--- config.mk ---
export PLATFORM = sky130hd
export DESIGN_NAME = mem_arbiter
export DESIGN_NICKNAME = d
export VERILOG_FILES = /design/src/rtl/mem_arbiter.sv
export SDC_FILE = /design/constraint.sdc
export NUM_CORES = 1
export LEC_CHECK = 0
export CORE_ASPECT_RATIO = 1.5
export CORE_UTILIZATION = 44
export CTS_CLUSTER_SIZE = 10
export DETAILED_ROUTE_END_ITERATION = 12
export HOLD_SLACK_MARGIN = 0.03
export PLACE_DENSITY = 0.95
export SLEW_MARGIN = 30
export SYNTH_ARGS = -nofsm -noshare
export SYNTH_HDL_FRONTEND = slang
export SYNTH_SLANG_ARGS = --single-unit
--- constraint.sdc ---
create_clock -name clk -period 14.81 [get_ports clk]
set_input_delay 4.443 -clock clk [delete_from_list [all_inputs] [get_ports clk]]
set_output_delay 4.443 -clock clk [all_outputs]
set_load 0.02 [all_outputs]
--- src/rtl/mem_arbiter.sv ---
// mem_arbiter: arbitrates a single-port SRAM between instruction fetch and the
// data stage. Each grant runs IDLE -> ACCESS (WAIT_CYCLES cycles) -> DONE.
// Optional feature macro: ARB_ROUND_ROBIN_EN (alternating priority on conflict);
// when undefined, the data stage always wins a conflict.
module mem_arbiter #(
    parameter int unsigned WAIT_CYCLES = 3
) (
    input  logic        clk,
    input  logic        rst,
    input  logic        if_req,
    input  logic [31:0] if_addr,
    output logic [31:0] if_rdata,
    output logic        if_ready,
    input  logic        mem_r_en,
    input  logic        mem_w_en,
    input  logic [31:0] mem_addr,
    input  logic [31:0] mem_wdata,
    output logic [31:0] mem_rdata,
    output logic        mem_ready,
    output logic        freeze,
    output logic        sram_en,
    output logic        sram_we,
    output logic [29:0] sram_addr,
    output logic [31:0] sram_wdata,
    input  logic [31:0] sram_rdata
);

    localparam int unsigned CNT_W = 4;
    localparam logic [CNT_W-1:0] CNT_LAST = CNT_W'(WAIT_CYCLES - 1);

    typedef enum logic [1:0] {
        IDLE   = 2'd0,
        ACCESS = 2'd1,
        DONE   = 2'd2
    } state_t;

    state_t           state;
    state_t           state_next;
    logic [CNT_W-1:0] cnt;
    logic             owner_data;
    logic             owner_write;
    logic             data_req;
    logic             any_req;
    logic             grant_data;
    logic             grant_write;
    logic             unused_addr_bits;

`ifdef ARB_ROUND_ROBIN_EN
    logic             prio_data;
    logic             conflict;
`endif

    assign data_req = mem_r_en | mem_w_en;
    assign any_req  = if_req | data_req;

    // Byte-offset bits never reach the word-addressed SRAM.
    assign unused_addr_bits = ^{if_addr[1:0], mem_addr[1:0]};

    // Stall the pipeline while any requester is still waiting for its ready.
    assign freeze = (if_req & ~if_ready) | (data_req & ~mem_ready);

    // State register.
    always_ff @(posedge clk or posedge rst) begin
        if (rst) begin
            state <= IDLE;
        end else begin
            state <= state_next;
        end
    end

    // Next-state and grant decision.
    always_comb begin
        state_next  = state;
        grant_data  = data_req;
`ifdef ARB_ROUND_ROBIN_EN
        grant_data  = data_req & (~if_req | prio_data);
`endif
        grant_write = grant_data & mem_w_en;
        case (state)
            IDLE: begin
                if (any_req) begin
                    state_next = ACCESS;
                end
            end
            ACCESS: begin
                if (cnt == CNT_LAST) begin
                    state_next = DONE;
                end
            end
            DONE: begin
                state_next = IDLE;
            end
            default: begin
                state_next = IDLE;
            end
        endcase
    end

    // Grant latching, SRAM strobes, read-data capture and ready pulses.
    always_ff @(posedge clk or posedge rst) begin
        if (rst) begin
            cnt         <= '0;
            owner_data  <= 1'b0;
            owner_write <= 1'b0;
            sram_en     <= 1'b0;
            sram_we     <= 1'b0;
            sram_addr   <= '0;
            sram_wdata  <= '0;
            if_rdata    <= '0;
            mem_rdata   <= '0;
            if_ready    <= 1'b0;
            mem_ready   <= 1'b0;
        end else begin
            sram_en   <= (state_next == ACCESS);
            if_ready  <= 1'b0;
            mem_ready <= 1'b0;
            case (state)
                IDLE: begin
                    cnt     <= '0;
                    sram_we <= grant_write;
                    if (any_req) begin
                        owner_data  <= grant_data;
                        owner_write <= grant_write;
                        sram_addr   <= grant_data ? mem_addr[31:2] : if_addr[31:2];
                        if (grant_write) begin
                            sram_wdata <= mem_wdata;
                        end
                    end
                end
                ACCESS: begin
                    cnt <= cnt + CNT_W'(1);
                    if (state_next == DONE) begin
                        sram_we   <= 1'b0;
                        if_ready  <= ~owner_data;
                        mem_ready <= owner_data;
                        if (!owner_data) begin
                            if_rdata <= sram_rdata;
                        end else if (!owner_write) begin
                            mem_rdata <= sram_rdata;
                        end
                    end
                end
                default: begin
                    sram_we <= 1'b0;
                end
            endcase
        end
    end

`ifdef ARB_ROUND_ROBIN_EN
    // Priority pointer: after a completed conflict grant, the other side wins next.
    always_ff @(posedge clk or posedge rst) begin
        if (rst) begin
            prio_data <= 1'b1;
            conflict  <= 1'b0;
        end else if (state == IDLE && any_req) begin
            conflict <= if_req & data_req;
        end else if (state == DONE && conflict) begin
            prio_data <= ~owner_data;
        end
    end
`endif

endmodule

# Word level (Yosys, flattened, before mapping)
# Index checks and enable logic that the tools add are counted.
# op_classes
n_reduce_logical	6
bitwise	10
add_sub_neg	1
n_eq_ne	5
muxes	11
# ops
cell	count
$mux 30	1
$pmux 4 s2	1
$reduce_and 3->1	2
$mux 1	5
$add 4x1->4 const B	1
$eq 2x1->1 const B	2
$eq 4x2->1 const B	1
$mux 2	2
$not 1->1	4
$pmux 2 s2	1
$reduce_and 4->1	1
$and 1x1->1	3
$or 1x1->1	3
$eq 2x2->1 const B	1
$logic_not 2->1	1
$ne 2x2->1 const B	1
$pmux 1 s2	1
$reduce_and 2->1	1
$reduce_bool 2->1	1
# word_totals
elab_cells	45
reg_bits	138
out_inout_bits	131
input_bits	133

# Logic depth before layout (Yosys ltp)
# logic_depth
word_depth	7
mapped_depth	6
depth_no_buf	5

# Least setup slack after synthesis
# Ideal clock, no wire load.
# synth_timing
path_type	input to output
from	in if_req
to	out freeze
required_ns	10.367
stages	2
path_slack_ns	5.531
arrival_time_ns	4.836
path_cell_list	inv_1 -> o22ai_1
# synth_between
elab_chain_cells	2
# synth_rtl
element	line	text
start: declaration	10	input logic if_req,
$and 1x1->1	60	assign freeze = (if_req & ~if_ready) | (data_req & ~mem_ready);
$or 1x1->1	60	
end: declaration	20	output logic freeze,
# Every way passes these cells.

# Final worst setup path
# Same ends and word-level chain as after synthesis.

==> results_dict.tcl <==
set metrics [dict create \
    synth_cell_types 28 \
    p_int_w 0.00135 \
    first_pass_iters 4 \
    die_h_um 140 \
    clock-sinks 138 \
    arrival_ns 5.95 \
    core_mm2 0.0121 \
    cts_setup_buffers 0 \
    grt_pass1_wl_mm 21.5 \
    antennaDiodeCount 0 \
    cts_tree "built" \
    groute.usage.overall 0.217 \
    hp-class "flop to flop" \
    synth-edff-count 0 \
    path_clk_slew_ns 0.05 \
    cts-root-buf "clkbuf_16" \
    reg2reg_to "if_rdata[22]" \
    synth.area.top_cells "dfrtp_1 (62%), mux2_2 (31%), buf_2 (0.99%)" \
    ir_drop_mv 0.145 \
    power.density_mw_per_mm2 232 \
    ys_warn_count 0 \
    vias 3925 \
    grt_pass1_vias 4366 \
    antenna_found_initial 0 \
    wire_per_inst_um 17.7 \
    dpl.hpwl_mm 10.3 \
    fin_ws_ns 4.42 \
    clock_path_buffers 2 \
    ctsHoldBuffers 0 \
    r2r.worst_path.cells 6 \
    synth_largest_area_cell "dfrtp_1" \
    fin_skew_ns 0.0144 \
    cap_violations 0 \
    clock.fmax_mhz 96.2 \
    async_flop_share 1.00 \
    drive_gt1_frac 0.311 \
    synth_top_cell_area_share 0.622 \
    areaGrowthSynthToFinish_pct 59.6 \
    htree_levels 4 \
    ys_seq_area_frac 0.622 \
    min_delay_path_depth 1 \
    syn_nets 483 \
    regToRegStartpoint "cnt[0]" \
    worst_slew_pin_slew_ns 0.743 \
    synth_most_common_cell "mux2_2" \
    required_ns 10.37 \
    rrSetupSlack_ns 12.62 \
    p_clk_frac 0.200 \
    yosys-top-cells-count "mux2_2 (153), dfrtp_1 (138), buf_2 (11)" \
    routabilityCongestion 0.756 \
    nNetsFinal 749 \
    rsz0062_at_grt "false" \
    setup_viol 0 \
    cts-resized-gates 0 \
    avgSynthCellArea_um2 16.0 \
    finalCritPeriodShare 0.702 \
    worstSetupEndpointType "output pin" \
    remaining_drc_errors 0 \
    start_util 0.458 \
    power.static_leakage_nw 3.66 \
    synth_area_mm2 0.00555 \
    pre_cts_ws_ns 4.41 \
    synth_ff_type "dfrtp_1" \
    outcome "finished, final reports clean" \
    path_max_fanout 3 \
    path_class "input port to output pin" \
    slew_headroom 0.504 \
    ant_nets 0 \
    min_period_ns 10.39 \
    seq_power_share 0.327 \
    comb_power_share 0.473 \
    cts_buffers 17 \
    pin_count 264 \
    grt-ovfl-total 0 \
    clock_latency_ns 0.41 \
    start_kind "input port" \
    grt_max_degree 76 \
    report.final.slew_viol_count 0 \
    tns_ns 0 \
    switching_power_w 0.000710 \
    finalWirelength_mm 13.8 \
    holdPathEnd "owner_write" \
    via_per_inst 5.03 \
    swShare 0.345 \
    placementRows 49 \
    min_from "owner_write" \
    drt_first_iter_violations 56 \
    hold_violations 0 \
    dieArea_mm2 0.0131 \
    synth_seq_cells 138 \
    die_x_um 93.7 \
    port_buffers 259 \
    netlist_instances 348 \
]
==> critical path: stages <==
cell             delay, ns
clkdlybuf4s50_1       0.56
inv_1                 0.06
o22ai_1               0.23
clkdlybuf4s50_1       0.65
==> cells in the final DEF, fill, tap and decap left out <==
cell type,Yosys,final
clkdlybuf4s50_1,0,259
mux2_2,153,153
dfrtp_1,138,138
clkbuf_16,0,17
o21ai_0,6,6
nand2_1,5,5
inv_6,0,4
clkinvlp_4,0,4
buf_4,2,4
nor2_1,3,3
mux2_1,3,3
nor2b_1,2,2
inv_1,3,2
nand3_1,2,2
ha_1,2,2
bufinv_16,0,2
clkinv_4,0,2
clkinv_2,0,2
and2_1,1,1
or2_2,1,1
o21ai_2,1,1
or3b_4,1,1
nand2b_1,1,1
nor3_4,1,1
nor3b_1,1,1
nand4b_1,1,1
o22ai_1,1,1
and3_1,1,1
a21o_1,1,1
a22o_1,1,1
o311ai_0,1,1
a31o_2,1,1
clkbuf_1,1,1
clkbuf_8,0,1
buf_6,3,1
==> worst max-delay path by stage <==
stage / startpoint / to / slack [ns] / depth (start not counted)
2_1_floorplan: if_req / freeze / 5.53 / 2
3_3_place_gp: if_req / freeze / 4.44 / 4
4_1_cts: if_req / freeze / 4.40 / 4
5_1_grt: if_req / freeze / 4.40 / 4
3_5_place_dp: if_req / freeze / 4.41 / 4
6_report: if_req / freeze / 4.42 / 4
==> power by group through the flow <==
stage                     Combinational, W  Sequential (W)  Clock [W]
after global routing               0.00102        0.000695   0.000437
final                             0.000973        0.000673   0.000411
after floorplan                   0.000282        0.000892          0
after detailed placement          0.000978        0.000679          0
after CTS                         0.000984        0.000675   0.000420
after global placement            0.000953        0.000662          0
==> stage by stage <==
step	hold slack, ns	instances	utilization	power (W)	cell area [µm²]
after global routing	0.474	780	0.730	0.00215	8860
final	0.466	780	0.730	0.00206	8860
after global placement	0.451	748	0.682	0.00161	8270
after CTS	0.470	780	0.730	0.00208	8860
after detailed placement	0.458	748	0.682	0.00166	8270
after floorplan	0.441	348	-	0.00117	5550
==> final cells by class <==
class / instances / area [µm²]
inverter: 3 / 16.3
fill: 788 / 3280
multi-input combinational: 190 / 1980
timing repair buffer: 264 / 2630
clock buffer: 19 / 443
clock inverter: 13 / 144
tap: 153 / 191
sequential: 138 / 3450
==> kinds of logic after synthesis <==
group,after synthesis,share of synthesized area
compound gates,12,0.0142
mux,156,0.316
buf+inv,20,0.0214
flops,138,0.622
fa+ha+maj,2,0.00450
simple gates,20,0.0219
==> state kept, by name, summed over array words and instances, names as in the netlist <==
signal	flops
cnt	4
if_rdata	32
if_ready	1
mem_rdata	32
mem_ready	1
owner_data	1
owner_write	1
sram_addr	30
sram_en	1
sram_wdata	32
sram_we	1
state	2
==> routing by layer <==
layer	global-route usage	up-vias	wire length, µm
met4	0.121	0	615
met5	0	-	0
li1	-	1775	-
met2	0.394	194	7600
met3	0.0617	50	996
met1	0.217	1906	4610
No activity file was read; power rests on OpenSTA's default activity.
